===== src/rtl/victory_animator.sv =====
// Victory-display sequencer for the tug-of-war LED bar: blinks the winner's end,
// sweeps a single light toward the winner, then loops or holds until cleared.
module victory_animator #(
    parameter int unsigned N_LEDS     = 7,
    parameter int unsigned WIN_WIDTH  = 3,
    parameter int unsigned BLINKS     = 2,
    parameter int unsigned HOLD_TICKS = 1
) (
    input  logic              clk,
    input  logic              rst,
    input  logic              tick,
    input  logic              start,
    input  logic              winner_right,
    input  logic              repeat_en,
    input  logic              clear,
    input  logic [N_LEDS-1:0] score,
    output logic [N_LEDS-1:0] victory_led,
    output logic              active,
    output logic              done
);

    localparam int unsigned BLINK_FRAMES = 2 * BLINKS;
    localparam int unsigned FRAMES       = (BLINK_FRAMES > N_LEDS) ? BLINK_FRAMES : N_LEDS;
    localparam int unsigned FW           = $clog2(FRAMES);
    localparam int unsigned HW           = (HOLD_TICKS > 1) ? $clog2(HOLD_TICKS) : 1;

    localparam logic [FW-1:0] LAST_BLINK = FW'(BLINK_FRAMES - 1);
    localparam logic [FW-1:0] LAST_SWEEP = FW'(N_LEDS - 1);
    localparam logic [HW-1:0] LAST_HOLD  = HW'(HOLD_TICKS - 1);

    typedef enum logic [1:0] {
        S_IDLE  = 2'd0,
        S_BLINK = 2'd1,
        S_SWEEP = 2'd2,
        S_HOLD  = 2'd3
    } state_t;

    state_t          state;
    logic            side_right;
    logic [FW-1:0]   frame;
    logic [HW-1:0]   hold_cnt;
    logic            frame_end_c;

    // Block of WIN_WIDTH lit LEDs at the winner's end of the bar.
    function automatic logic [N_LEDS-1:0] win_mask(input logic right);
        return right ? ({N_LEDS{1'b1}} >> (N_LEDS - WIN_WIDTH))
                     : ({N_LEDS{1'b1}} << (N_LEDS - WIN_WIDTH));
    endfunction

    // Single light travelling from the loser's end toward the winner's end.
    function automatic logic [N_LEDS-1:0] sweep_mask(input logic right, input logic [FW-1:0] k);
        return right ? (N_LEDS'(1) << (N_LEDS - 1 - 32'(k)))
                     : (N_LEDS'(1) << k);
    endfunction

    assign frame_end_c = tick && (hold_cnt == LAST_HOLD);

    always_ff @(posedge clk or negedge rst) begin
        if (!rst) begin
            state       <= S_IDLE;
            side_right  <= 1'b0;
            frame       <= '0;
            hold_cnt    <= '0;
            victory_led <= '0;
            active      <= 1'b0;
            done        <= 1'b0;
        end else begin
            done <= 1'b0;
            if (start) begin
                state       <= S_BLINK;
                side_right  <= winner_right;
                frame       <= '0;
                hold_cnt    <= '0;
                victory_led <= win_mask(winner_right);
                active      <= 1'b1;
            end else if (clear) begin
                state       <= S_IDLE;
                frame       <= '0;
                hold_cnt    <= '0;
                victory_led <= score;
                active      <= 1'b0;
            end else begin
                unique case (state)
                    S_IDLE: begin
                        victory_led <= score;
                    end
                    S_BLINK: begin
                        if (tick) begin
                            hold_cnt <= frame_end_c ? '0 : hold_cnt + HW'(1);
                        end
                        if (frame_end_c) begin
                            if (frame == LAST_BLINK) begin
                                state       <= S_SWEEP;
                                frame       <= '0;
                                victory_led <= sweep_mask(side_right, '0);
                            end else begin
                                frame       <= frame + FW'(1);
                                // Odd frames (next frame index has LSB set) are dark.
                                victory_led <= frame[0] ? win_mask(side_right) : '0;
                            end
                        end
                    end
                    S_SWEEP: begin
                        if (tick) begin
                            hold_cnt <= frame_end_c ? '0 : hold_cnt + HW'(1);
                        end
                        if (frame_end_c) begin
                            frame <= '0;
                            if (frame != LAST_SWEEP) begin
                                frame       <= frame + FW'(1);
                                victory_led <= sweep_mask(side_right, frame + FW'(1));
                            end else if (repeat_en) begin
                                state       <= S_BLINK;
                                victory_led <= win_mask(side_right);
                            end else begin
                                state       <= S_HOLD;
                                victory_led <= win_mask(side_right);
                                active      <= 1'b0;
                                done        <= 1'b1;
                            end
                        end
                    end
                    S_HOLD: begin
                        victory_led <= win_mask(side_right);
                    end
                    default: begin
                        state <= S_IDLE;
                    end
                endcase
            end
        end
    end

endmodule

===== config.mk =====
export PLATFORM = sky130hd
export DESIGN_NAME = victory_animator
export DESIGN_NICKNAME = d
export VERILOG_FILES = /design/src/rtl/victory_animator.sv
export SDC_FILE = /design/constraint.sdc
export NUM_CORES = 1
export LEC_CHECK = 0
export ABC_AREA = 1
export CORE_MARGIN = 8
export CORE_UTILIZATION = 30
export CTS_CLUSTER_DIAMETER = 50
export DETAILED_ROUTE_END_ITERATION = 6
export GPL_ROUTABILITY_DRIVEN = 0
export SYNTH_ARGS = -nofsm -noshare
export SYNTH_HDL_FRONTEND = slang
export SYNTH_SLANG_ARGS = --single-unit

===== constraint.sdc =====
create_clock -name clk -period 1.8 [get_ports clk]
set_input_delay 0.18 -clock clk [delete_from_list [all_inputs] [get_ports clk]]
set_output_delay 0.18 -clock clk [all_outputs]
set_load 0.005 [all_outputs]

==> metrics <==
crit path capture=victory_led[0]; core box area=3660 um^2; die area=6060 um^2; starting density of the core=0.314; post-synthesis cell type count=22; Seq. cell area=400 um^2; Startpoint Class=register; Worst-Margin Slew=0.330 ns; n_diodes=0; CTS tree=done; residual DRC count=0; clock skew=0.000881 ns; worst path arrival time=1.79 ns; Critical Path Fanout Max=6; initial antenna violation count=0; R2R cell count=12; critical path class=register to register; Skew-Pair Late Insertion Delay=0.25 ns; Max Cap Viol=0; FF-to-FF setup slack=0.16 ns; vias=1,141; TritonCTS buffer count=3; layout net count=about 230; port buffer count=22; final hold violation count=0; die width=77.9 um; Reg power frac=0.339; Logic pwr share=0.412; min-delay worst type=input port to async pin; fin. max-slew vios=0; placed cell areas=1470 um^2; Slew Limit Headroom=0.778; P_int=847 uW; most frequent cell after synthesis=nand2_1; Pwr Total=approximately 1300 uW; Post-synth top cells=58 x nand2_1, 20 x inv_1, 20 x nor2_1; sw power=489 uW; post-DR vias/cell=around 4.6; P per Cell Area=a little under 900 nW/um^2; register area share after synthesis=0.349; GRT overflow=0; drt initial violations=77; Worst Setup SP=frame[1]; Synth top area share=0.349; htree depth=1; Filler Cell Count=389; min Tclk post-route=1.64 ns; post-route ant nets=0; Root Buffer=clkbuf_8; Net Count, Synth=193; R2R Path Start=frame[1]; status=completed; Setup-failing EPs final=0; Mapped Avg Cell Area=slightly below 7 um^2; pin count of the biggest net entering global routing=17; # IOs=23; Mapped Cells=170; clk buf depth=2; DR pass1 iterations=4; Sw Share=0.366; Synth Register Bits=16; LEAKAGE=about 0.00077 uW; share of cells above drive strength 1=0.129; Global Route Usage Sum=0.0997; Top FF cell, synth=dfrtp_1; multi-input logic area=663 um^2; asr flop ratio synth=1.00; drt wl/cell=11.5 um; vias in the first global route=1,099; Clock power frac=0.248; most area-consuming cells after synthesis=dfrtp_1 35%, nand2_1 19%, ha_1 9.8%; f_max=611 MHz; Peak VDD IR=around 430 uV; Post-Syn Area=around 1100 um^2; Reg-to-Reg End=victory_led[0]; # clock sinks=16; CP required=1.95 ns; Area Growth Syn to Fin=34.2%; DIE HEIGHT=77.9 um; Tcrit/Tclk final=0.910; first-pass GRT wire length=4940 um; HPWL Detailed=2270 um; setup TNS=0 ns; Post-synth EDFFs=0; crit end category=register; Core Rows=22; final wirelength=2880 um; Synth Warn #=0; Post-CTS Hold Fix Bufs=0; leading area contributor after synthesis=dfrtp_1; Reg clk slew, reported paths=around 0.07 ns; Design Area, Final=1540 um^2
worst min-delay path by stage:
| stage | cells after the start | to | slack, ns | startpoint |
|---|---|---|---|---|
| global placement | 2 | victory_led[3] | 0.47 | victory_led[3] |
| detailed placement | 2 | victory_led[3] | 0.47 | victory_led[3] |
| finish | 2 | state[1] | 0.25 | rst |
| floorplan | 0 | active | -0.12 | rst |
| global route | 2 | state[0] | 0.27 | rst |
| CTS | 2 | state[1] | 0.25 | rst |
metrics by stage:
| stage | hold slack [ns] | setup slack, ns | utilization | cells |
|---|---|---|---|---|
| after floorplan | -0.116 | 0.221 | - | 170 |
| after global placement | 0.467 | 0.139 | 0.401 | 245 |
| after detailed placement | 0.474 | 0.0999 | 0.401 | 245 |
| after CTS | 0.251 | 0.100 | 0.416 | 249 |
| after global routing | 0.266 | -0.00197 | 0.421 | 250 |
| final | 0.246 | 0.163 | 0.421 | 250 |
power groups by stage:
stage,clock network [uW],logic [uW],registers [uW]
floorplan,0,338,451
global placement,0,540,460
detailed placement,0,538,460
CTS,339,541,453
global route,355,634,462
finish,332,551,453
cells by family after synthesis:
| family | count (synthesis) | share of synthesized area |
|---|---|---|
| adders and majority gates | 9 | 0.0980 |
| and+or+nand+nor | 96 | 0.347 |
| buffers and inverters | 24 | 0.0828 |
| AOI/OAI and AO/OA | 25 | 0.123 |
| DFF | 16 | 0.349 |
registers in the layout (all words and copies together) (netlist names):
name,flops
side_right,1
victory_led,7
frame,3
done,1
hold_cnt,1
active,1
state,2
layout by cell type, fill, tap and decap left out:
master	n
nand2_1	57
clkdlybuf4s50_1	22
nor2_1	19
inv_1	18
dfrtp_1	16
a21oi_1	10
nand3_1	9
buf_4	8
ha_1	7
o21ai_0	6
inv_2	4
o21ai_1	4
clkbuf_8	4
nor3_1	3
nor2_2	3
nand2_2	2
o21bai_1	2
ha_2	2
nor2_4	1
or2_1	1
nand3_2	1
a31oi_1	1
o22ai_2	1
a211oi_1	1
what timing repair did:
action,in CTS,in global routing
setup buffers,0,1
gates resized for setup,0,6
endpoints found under the setup margin,0,7
metal layers:
layer  vias up  share of wire  routed length, um  global-route usage
li1        601              -                  -                   -
met1       518           0.51               1470               0.127
met2        17           0.44               1280               0.155
met3         5          0.035                100              0.0323
met4         0         0.0090                 26              0.0321
met5         -              0                  0                   0
layout make-up:
cell class,count,share of cell area
Multi-Input combinational cell,130,0.430
Inverter,22,0.0536
Clock buffer,4,0.0357
Sequential cell,16,0.260
Timing Repair Buffer,30,0.182
Tap cell,48,0.0390
critical path, cell delays in order (launching register included):
cell,delay (ns)
dfrtp_1,0.43
ha_2,0.20
ha_1,0.30
inv_1,0.08
nand2_1,0.07
nand2_2,0.10
inv_1,0.06
nand2_1,0.06
nand2_1,0.04
nand2_1,0.05
nand2_1,0.05
nand2_1,0.05
nand2_1,0.04
Power figures use the tool's default switching activity.
